--- config.mk ---
export PLATFORM = sky130hd
export DESIGN_NAME = task3_fetch_unit
export DESIGN_NICKNAME = d
export VERILOG_FILES = /design/src/rtl/task3_pkg.sv /design/src/rtl/task3_pc_reg.sv /design/src/rtl/task3_fetch_unit.sv
export SDC_FILE = /design/constraint.sdc
export NUM_CORES = 1
export LEC_CHECK = 0
export CORE_MARGIN = 2
export CORE_UTILIZATION = 47
export CTS_CLUSTER_SIZE = 16
export DETAILED_ROUTE_END_ITERATION = 10
export PLACE_DENSITY_LB_ADDON = 0.12
export SLEW_MARGIN = 10
export SYNTH_ARGS = -nofsm -noshare
export SYNTH_HDL_FRONTEND = slang
export SYNTH_SLANG_ARGS = --single-unit
--- constraint.sdc ---
create_clock -name clk -period 1.78 [get_ports clk]
set_input_delay 0.356 -clock clk [delete_from_list [all_inputs] [get_ports clk]]
set_output_delay 0.356 -clock clk [all_outputs]
set_load 0.02 [all_outputs]
--- src/rtl/task3_pkg.sv ---
// Shared constants and types for the task3 instruction fetch stage.
package task3_pkg;

    localparam int unsigned ADDR_W  = 10;
    localparam int unsigned INSTR_W = 10;
    localparam logic [INSTR_W-1:0] HALT_INSTR = '0;

    typedef struct packed {
        logic [ADDR_W-1:0]  pc;
        logic [INSTR_W-1:0] instr;
    } fetch_slot_t;

    typedef enum logic {
        RUN    = 1'b0,
        HALTED = 1'b1
    } run_state_t;

endpackage

--- src/rtl/task3_pc_reg.sv ---
// Program counter: redirect load, advance with wrap at LAST_ADDR, otherwise hold.
module task3_pc_reg #(
    parameter int unsigned       ADDR_W    = 10,
    parameter logic [ADDR_W-1:0] RESET_PC  = '0,
    parameter logic [ADDR_W-1:0] LAST_ADDR = '1
) (
    input  logic              clk,
    input  logic              reset,
    input  logic              load,
    input  logic [ADDR_W-1:0] load_pc,
    input  logic              advance,
    output logic [ADDR_W-1:0] pc
);

    always_ff @(posedge clk) begin
        if (reset) begin
            pc <= RESET_PC;
        end else if (load) begin
            pc <= load_pc;
        end else if (advance) begin
            pc <= (pc == LAST_ADDR) ? '0 : pc + 1'b1;
        end
    end

endmodule

--- src/rtl/task3_fetch_unit.sv ---
// Fetch stage: drives ROM address from pc, registers {pc, instr} into an output
// slot and hands it to decode over valid/ready; supports redirect, halt and a fetch counter.
module task3_fetch_unit #(
    parameter int unsigned        ADDR_W     = task3_pkg::ADDR_W,
    parameter int unsigned        INSTR_W    = task3_pkg::INSTR_W,
    parameter logic [ADDR_W-1:0]  RESET_PC   = '0,
    parameter logic [ADDR_W-1:0]  LAST_ADDR  = '1,
    parameter logic [INSTR_W-1:0] HALT_INSTR = task3_pkg::HALT_INSTR,
    parameter int unsigned        CNT_W      = 16
) (
    input  logic               clk,
    input  logic               reset,
    output logic [ADDR_W-1:0]  rom_addr,
    input  logic [INSTR_W-1:0] rom_data,
    output logic               out_valid,
    input  logic               out_ready,
    output logic [INSTR_W-1:0] out_instr,
    output logic [ADDR_W-1:0]  out_pc,
    input  logic               redirect_valid,
    input  logic [ADDR_W-1:0]  redirect_pc,
    output logic               halted,
    output logic [CNT_W-1:0]   fetch_count
);

    import task3_pkg::*;

    logic [ADDR_W-1:0] pc;
    logic              fire;
    logic              is_halt;
    fetch_slot_t       slot;
    run_state_t        state;

    assign fire    = (state == RUN) && !redirect_valid && (!out_valid || out_ready);
    assign is_halt = (rom_data == HALT_INSTR);

    // A fetched halt word is delivered but leaves pc pointing at itself.
    task3_pc_reg #(
        .ADDR_W    (ADDR_W),
        .RESET_PC  (RESET_PC),
        .LAST_ADDR (LAST_ADDR)
    ) u_pc_reg (
        .clk     (clk),
        .reset   (reset),
        .load    (redirect_valid),
        .load_pc (redirect_pc),
        .advance (fire && !is_halt),
        .pc      (pc)
    );

    always_ff @(posedge clk) begin
        if (reset) begin
            slot        <= '0;
            out_valid   <= 1'b0;
            state       <= RUN;
            fetch_count <= '0;
        end else begin
            if (out_valid && out_ready && !redirect_valid && (fetch_count != '1)) begin
                fetch_count <= fetch_count + 1'b1;
            end
            if (redirect_valid) begin
                out_valid <= 1'b0;
                state     <= RUN;
            end else if (fire) begin
                slot.pc    <= pc;
                slot.instr <= rom_data;
                out_valid  <= 1'b1;
                if (is_halt) begin
                    state <= HALTED;
                end
            end else if (out_valid && out_ready) begin
                out_valid <= 1'b0;
            end
        end
    end

    assign rom_addr  = pc;
    assign out_pc    = slot.pc;
    assign out_instr = slot.instr;
    assign halted    = (state == HALTED);

endmodule

==> flow_summary.json, run 1 <==
{
  "outcome": "finished, final reports clean",
  "period_needed_ps": 1740,
  "pwr-share-seq_pct": 52.1,
  "core_area_sq_um": 4790,
  "syn_avg_cell_area_sq_um": 8.04,
  "design_area_sq_um": 3580,
  "grt_max_degree": 19,
  "gp_congestion": 0.920,
  "ir_drop_mv": 0.436,
  "drv_slew": 0,
  "fin_ws_ps": 42.9,
  "clockRootBuffer": "clkbuf_8",
  "grt_first_pass_wirelength_um": 11100,
  "syn_nets": 320,
  "initial_core_util_pct": 49.4,
  "dp_slack_ps": -375,
  "vias_per_cell": 5.66,
  "clockPowerShare_pct": 30.5,
  "yosysUniqueCellTypes": 49,
  "p_sw_mw": 0.584,
  "synthFlopType": "dfxtp_1",
  "drtIter0Drc": 149,
  "die_w_um": 74.9,
  "firstDrtPassIters": 5,
  "yosys_warnings": 0,
  "skew_ps": 3.63,
  "fin_nets": 426,
  "wl_per_cell_um": 14.4,
  "final_util_pct": 74.7,
  "yosys-top-cells-count": "53 x nand2_1, 48 x dfxtp_1, 30 x a21oi_1",
  "drc": 0,
  "p_leak_nw": 1.43,
  "swShare_pct": 26.4,
  "dp.cells": 460,
  "max-cap-violations": 0,
  "cp-start-kind": "flop",
  "drive_gt1_share_pct": 17.5,
  "diodes": 0,
  "ys_top_cells_by_area": "dfxtp_1 41%, nand2_1 8.4%, a21oi_1 6.4%",
  "path_max_fanout": 6,
  "placed_area_sq_um": 3440,
  "setup_viol": 0,
  "drtAntennaViolNets": 0,
  "synthCells": 294,
  "holdWs_ps": 455,
  "clk_pin_slew_worst_paths_ps": 90,
  "ys_seq_area_share_pct": 40.7,
  "cts_setup_buffers": 0,
  "crit_type": "flop to output port",
  "synth_edf_count": 0,
  "p_int_mw": 1.63,
  "end_kind": "output port",
  "area_growth_pct": 51.3,
  "hp-class": "flop to flop",
  "vias": 2650,
  "grt.total_usage_pct": 25.5,
  "overflow": 0,
  "cts_tree": "done",
  "synth-seq-cells": 48,
  "placementRows": 25,
  "max_slew.worst_pin.slew_ps": 480,
  "power_mw": 2.21,
  "p_comb_share_pct": 17.3,
  "finalCritPeriodShare_pct": 97.6,
  "chipHeight_um": 74.9,
  "dp_hpwl_um": 5020,
  "netlist_area_sq_um": 2360,
  "htree_num_levels": 2,
  "routed_wl_um": 6720,
  "hold_violations": 0,
  "cts-root-to-sink-buffers": 2,
  "first_global_vias": 2351,
  "tns_ps": 0,
  "slew_headroom_pct": 67.8,
  "yosysTopAreaCell": "dfxtp_1",
  "io_pins": 72,
  "antenna_found_initial": 0,
  "synthDominantCellAreaShare_pct": 40.7,
  "fin_cells": 468,
  "powerDensity_nw_per_um2": 618,
  "async_flop_share_pct": 0,
  "clock.fmax_mhz": 576,
  "synth.most_common_cell": "nand2_1",
  "critical_path_arrival_ps": 1380,
  "required_ps": 1420,
  "clock-sinks": 48,
  "portBuffers": 71,
  "die_area_sq_um": 5610,
  "clkLatencyLatePin_ps": 300,
  "cts_made_buffers": 5
}
## logic make-up (layout without fill, tap and decap cells)
logic type | Yosys count | after routing | synth area share [%]
and+or+nand+nor | 141 | 141 | 31.3
AOI/OAI and AO/OA | 73 | 73 | 20.2
DFF | 48 | 48 | 40.7
buffers and inverters | 24 | 131 | 3.97
muxes | 6 | 6 | 2.75
adders and majority gates | 2 | 2 | 1.06
## timing repair
item / 4_1_cts / 5_1_grt
setup endpoints to repair: 9 / 16
cloned: 0 / 0
resized for setup: 10 / 16
hold buffers: 0 / 0
pin swaps: 0 / 1
## layer usage
layer,vias to the layer above,track usage [%],routed length (um)
met1,1247,34.8,2950
met2,92,39.6,3140
met4,0,8.73,131
met5,-,0,0
li1,1299,-,-
met3,12,6.16,493
## worst paths after layout
check,startpoint,end,slack (ps),depth (start not counted)
max,fetch_count[2],fetch_count[2],40,2
min,out_instr[1],out_instr[1],460,2
max reg2reg,fetch_count[5],fetch_count[15],120,4
min reg2reg,out_instr[1],out_instr[1],460,2
## critical path, stage by stage (launching register included)
cell and delay, ps:
dfxtp_1 340, buf_4 140, clkdlybuf4s50_1 600
## registers in the layout (all words and copies together) (netlist names)
register     flops
halted           1
fetch_count     16
out_valid        1
u_pc_reg.pc     10
out_instr       10
out_pc          10
## power by group through the flow
| stage | Clock, mW | Combinational, mW | Sequential (mW) |
|---|---|---|---|
| floorplan | 0 | 0.119 | 1.22 |
| global placement | 0 | 0.381 | 1.18 |
| detailed placement | 0 | 0.384 | 1.18 |
| CTS | 0.691 | 0.384 | 1.15 |
| global route | 0.732 | 0.417 | 1.16 |
| finish | 0.675 | 0.383 | 1.15 |
## final cells by class
class	count	area, sq um
multi-input cells	222	1360
fillers	388	1210
repair buffers	116	1060
flip-flops and latches	48	965
clock buffers	8	90.1
well taps	67	83.8
inverters	7	26.3
## cells in the final DEF (no fill, tap or decap), types with 6 or more instances in the layout
master	instances
or3_1	6
inv_1	6
nor2_1	18
o21ai_0	8
dlygate4sd2_1	8
dfxtp_1	45
nand3_1	14
dlymetal6s2s_1	7
clkdlybuf4s50_1	56
a21oi_1	30
buf_4	45
nand2_1	53
nand4_1	6
clkbuf_8	6
(Power assumes the default switching activity.)
==> inputs of run 2 (changes only) <==
--- a/config.mk
+++ b/config.mk
@@ -10,6 +10,7 @@
 export CTS_CLUSTER_SIZE = 16
 export DETAILED_ROUTE_END_ITERATION = 10
 export PLACE_DENSITY_LB_ADDON = 0.12
+export REMOVE_ABC_BUFFERS = 1
 export SLEW_MARGIN = 10
 export SYNTH_ARGS = -nofsm -noshare
 export SYNTH_HDL_FRONTEND = slang
==> constraint.sdc (replaced) <==
create_clock -name clk -period 1.75 [get_ports clk]
set_input_delay 0.35 -clock clk [delete_from_list [all_inputs] [get_ports clk]]
set_output_delay 0.35 -clock clk [all_outputs]
set_load 0.02 [all_outputs]
==> run 2 against run 1 <==
  * Combinational power is 6.3% higher
  * Non-clock buffer count is 1 higher
  * Cell area grew 2.3%
  * Critical path depth increased by 3
  * Largest cell class unchanged
  * Clock skew increased by 6.1 ps
  * Clock-buffer cell count unchanged
  * Core utilization rose by 1.8 points
==> flow_summary.json, run 2 (same netlist as run 1, synthesis figures left out) <==
{
  "outcome": "finished, final reports clean",
  "multiInputGateArea_sq_um": 1390,
  "crit_chain": "clkdlybuf4s50_1 -> and3b_2 -> nand3_2 -> or4_1 -> a21oi_1",
  "max-cap-violations": 0,
  "period_needed_ps": 1710,
  "required_ps": 1980,
  "clk_pin_slew_worst_paths_ps": 80,
  "cts_tree": "done",
  "core_area_sq_um": 4790,
  "area_growth_pct": 54.9,
  "highest_layer": "met4",
  "placementRows": 25,
  "regMostFlops": "fetch_count",
  "grt_first_pass_wirelength_um": 10900,
  "diodes": 0,
  "ir_drop_mv": 0.488,
  "final_common_cell": "nand2_1",
  "skew_ps": 9.70,
  "power_mw": 2.26,
  "drc": 0,
  "cp-start-kind": "input pin",
  "routed_wl_um": 6910,
  "clkLatencyLatePin_ps": 300,
  "hold_violations": 0,
  "r2r_slack_ps": 160,
  "die_area_sq_um": 5610,
  "drtIter0Drc": 110,
  "dp_hpwl_um": 5020,
  "end_kind": "flop",
  "gp_congestion": 0.888,
  "grt_max_degree": 33,
  "final-seq-area_sq_um": 962,
  "vias_per_cell": 5.67,
  "overflow": 0,
  "critical_path_arrival_ps": 1940,
  "placed_area_sq_um": 3460,
  "cts_made_buffers": 5,
  "p_leak_nw": 1.52,
  "holdWs_ps": 381,
  "max_slew.worst_pin.slew_ps": 406,
  "finalCritPeriodShare_pct": 97.9,
  "chipHeight_um": 74.9,
  "cp_slowest_cell": "or4_1",
  "wl_met1_um": 3130,
  "largest_register_ffs": 16,
  "die_w_um": 74.9,
  "fin_nets": 427,
  "drtAntennaViolNets": 0,
  "setup_viol": 0,
  "wl_met3_um": 418,
  "antenna_found_initial": 0,
  "grt.total_usage_pct": 25.2,
  "clock.fmax_mhz": 584,
  "initial_core_util_pct": 49.4,
  "powerDensity_nw_per_um2": 617,
  "path_max_fanout": 5,
  "drive_gt1_share_pct": 18.7,
  "max_stage_delay_ps": 500,
  "crit_type": "input pin to flop",
  "design_area_sq_um": 3660,
  "final_cell_mix": "53 x nand2_1, 49 x clkdlybuf4s50_1, 47 x dfxtp_1",
  "wl_per_cell_um": 14.7,
  "wl_met2_um": 3280,
  "cts-root-to-sink-buffers": 2,
  "clockRootBuffer": "clkbuf_8",
  "hp-class": "input pin to flop",
  "htree_num_levels": 2,
  "rsz0062_at_grt": "yes",
  "vias": 2659,
  "firstDrtPassIters": 4,
  "fillCellCount": 376,
  "clock-sinks": 48,
  "portBuffers": 71,
  "first_global_vias": 2347,
  "slew_headroom_pct": 72.2,
  "final_util_pct": 76.5,
  "drv_slew": 0,
  "io_pins": 72
}
==> run 2: per-stage QoR <==
step                      setup TNS, ps  setup WS (ps)  cells
after floorplan                   -7620           -492    277
after global placement            -7000           -264    459
after detailed placement          -7470           -329    459
after CTS                             0           2.00    467
after global routing              -5.01          -5.01    469
final                                 0           37.3    469
==> run 2: critical path, delay by kind of cell <==
kind | cells | cell delay (ps)
buf+inv | 1 | 480
simple gates | 3 | 960
compound gates | 1 | 150
==> run 2: worst paths after layout <==
check	start	to	cells after the start
hold / removal	rom_data[3]	out_instr[3]	3
setup reg to reg	u_pc_reg.pc[5]	u_pc_reg.pc[3]	4
hold reg to reg	out_instr[3]	out_instr[3]	2
setup / recovery	redirect_valid	fetch_count[8]	5
==> run 2: what timing repair did <==
action | in CTS | in global routing
pin swaps | 0 | 6
setup buffers | 0 | 2
hold buffers | 0 | 0
setup endpoints to repair | 14 | 25
gates resized for setup | 14 | 25
==> run 2: cell type report <==
class                      instances  area share, %
multi-input combinational        222           38.0
timing repair buffer             117           30.2
sequential                        48           26.3
clock buffer                       8           2.46
tap                               67           2.29
inverter                           7          0.718
==> run 2: power by group <==
part	switching [mW]	total [mW]	internal, mW	leakage, nW
clock	0.359	0.682	0.323	0.0455
sequential	0.0373	1.17	1.13	0.392
combinational	0.202	0.407	0.206	1.08
==> run 2: metal layers <==
metal / vias up / GRT usage, %
met1: 1265 / 34.0
met4: 0 / 6.94
li1: 1302 / -
met2: 84 / 41.8
met3: 8 / 4.28
met5: - / 0
==> inputs of run 3 (changes only) <==
--- a/config.mk
+++ b/config.mk
@@ -9,6 +9,7 @@
 export CORE_UTILIZATION = 47
 export CTS_CLUSTER_SIZE = 16
 export DETAILED_ROUTE_END_ITERATION = 10
+export GPL_ROUTABILITY_DRIVEN = 0
 export PLACE_DENSITY_LB_ADDON = 0.12
 export REMOVE_ABC_BUFFERS = 1
 export SLEW_MARGIN = 10
==> run 3 against run 2 <==
  * Core utilization fell by 1.7 points
  * Critical path depth fell by 4
  * Highest routed layer unchanged
  * Largest power group unchanged
  * Register-to-register slack got worse by 50 ps
  * Non-clock buffer count fell by 6
  * Largest cell class unchanged
  * Combinational power fell by 1%
  * Critical endpoint is now fetch_count[1]
  * Cell area fell by 2.2%
  * Clock-buffer cell count did not move
  * Routed wire length rose by 2.3%
  * Cell count fell by 1.3%
  * Global-route usage rose by 0.24 points
  * First-iteration DRC count rose by 20%
  * Via count rose by 1.3%
==> flow_summary.json, run 3 (same netlist as run 1, synthesis figures left out) <==
{
  "final_cell_mix": "53 x nand2_1, 53 x clkdlybuf4s50_1, 46 x dfxtp_1",
  "skew_ps": 8.04,
  "area_growth_pct": 51.5,
  "cp_top_family": "buffers and inverters",
  "end_kind": "output port",
  "placementRows": 25,
  "min_to": "out_instr[2]",
  "clock-sinks": 48,
  "crit_type": "flop to output port",
  "portBuffers": 71,
  "diodes": 0,
  "max_stage_delay_ps": 640,
  "wl_per_cell_um": 15.3,
  "cts_made_buffers": 5,
  "clkLatencyLatePin_ps": 300,
  "fin_nets": 421,
  "die_area_sq_um": 5610,
  "drtAntennaViolNets": 0,
  "min_from": "out_instr[2]",
  "fillCellCount": 378,
  "critical_path_arrival_ps": 1370,
  "startpoint": "fetch_count[1]",
  "vias": 2693,
  "largest_register_ffs": 16,
  "final-seq-area_sq_um": 963,
  "holdWs_ps": 455,
  "clock.fmax_mhz": 581,
  "cts_tree": "done",
  "dp.cells": 453,
  "drc": 0,
  "clockRootBuffer": "clkbuf_8",
  "max-cap-violations": 0,
  "drtIter0Drc": 132,
  "overflow": 0,
  "routed_wl_um": 7070,
  "ff2ff_path_depth": 4,
  "htree_num_levels": 2,
  "rr_startpoint": "fetch_count[6]",
  "setup_viol": 0,
  "min_path_cells": 2,
  "cp_slowest_cell": "clkdlybuf4s50_1",
  "grt_first_pass_wirelength_um": 11000,
  "firstDrtPassIters": 6,
  "powerDensity_nw_per_um2": 628,
  "rsz0062_at_grt": "yes",
  "grt_max_degree": 23,
  "vias_per_cell": 5.82,
  "timing.rr.end": "fetch_count[15]",
  "antenna_found_initial": 0,
  "path_max_fanout": 4,
  "finalCritPeriodShare_pct": 98.3,
  "grt.total_usage_pct": 25.5,
  "outcome": "finished, final reports clean",
  "ir_drop_mv": 0.535,
  "max_slew.worst_pin.slew_ps": 461,
  "clk_pin_slew_worst_paths_ps": 90,
  "r2r_slack_ps": 110,
  "p_leak_nw": 1.44,
  "slew_headroom_pct": 69.0,
  "fin_cells": 463,
  "drive_gt1_share_pct": 17.2,
  "hp-class": "flop to flop",
  "multiInputGateArea_sq_um": 1370,
  "cts-root-to-sink-buffers": 2,
  "first_global_vias": 2380,
  "period_needed_ps": 1720,
  "cp-start-kind": "flop",
  "required_ps": 1400,
  "regMostFlops": "fetch_count",
  "die_w_um": 74.9,
  "drv_slew": 0,
  "path_buf_inv": 1,
  "hold_violations": 0,
  "dp_hpwl_um": 5080,
  "io_pins": 72,
  "chipHeight_um": 74.9,
  "initial_core_util_pct": 49.4,
  "crit_chain": "clkdlybuf4s50_1",
  "core_area_sq_um": 4790
}
[run 3: layout make-up]
| type | count | share of cell area [%] |
|---|---|---|
| sequential | 48 | 26.9 |
| tap | 67 | 2.34 |
| timing repair buffer | 111 | 29.1 |
| multi-input combinational | 222 | 38.4 |
| inverter | 7 | 0.734 |
| clock buffer | 8 | 2.52 |
[run 3: report_power, final]
group	total, mW	switching, mW	internal, mW
combinational	0.402	0.202	0.200
clock	0.675	0.353	0.323
sequential	1.17	0.0381	1.13
total	2.25	0.593	1.66
[run 3: worst register-to-register path, delay by kind of cell, from the launching register on]
| kind | cells | cell delay [ps] |
|---|---|---|
| and+or+nand+nor | 2 | 590 |
| DFF | 1 | 470 |
| AOI/OAI and AO/OA | 2 | 490 |
[run 3: routing by layer]
layer,vias to the layer above,part of all wire (%),global-route usage (%)
met5,-,0,0
met4,0,0.96,6.75
met3,8,7.1,4.15
met2,119,49,42.7
met1,1272,43,34.2
li1,1294,-,-
[run 3: per-stage QoR]
stage | util (%) | power, mW | TNS [ps] | cell area (sq um) | setup WS, ps
after global placement | 71.2 | 1.59 | -7170 | 3410 | -281
after detailed placement | 71.2 | 1.59 | -7780 | 3410 | -320
after global routing | 74.8 | 2.35 | -70.6 | 3580 | -27.5
after CTS | 72.9 | 2.26 | 0 | 3490 | 2.56
final | 74.8 | 2.25 | 0 | 3580 | 29.3
after floorplan | - | 1.34 | -7620 | 2300 | -492
[run 3: worst max-delay path by stage]
stage               cells past startpoint         endpoint  slack (ps)
finish                                  1   fetch_count[1]          30
global route                            6   u_pc_reg.pc[1]         -30
CTS                                     5   u_pc_reg.pc[4]           3
detailed placement                      5  fetch_count[10]        -320
global placement                        5  fetch_count[10]        -280
floorplan                               4   u_pc_reg.pc[5]        -490
[run 3: timing repair]
| action | 4_1_cts | 5_1_grt |
|---|---|---|
| endpoints found under the setup margin | 13 | 24 |
| hold buffers | 0 | 0 |
| gates resized for setup | 13 | 21 |
| buffers inserted | 0 | 2 |
| pin swaps | 0 | 5 |
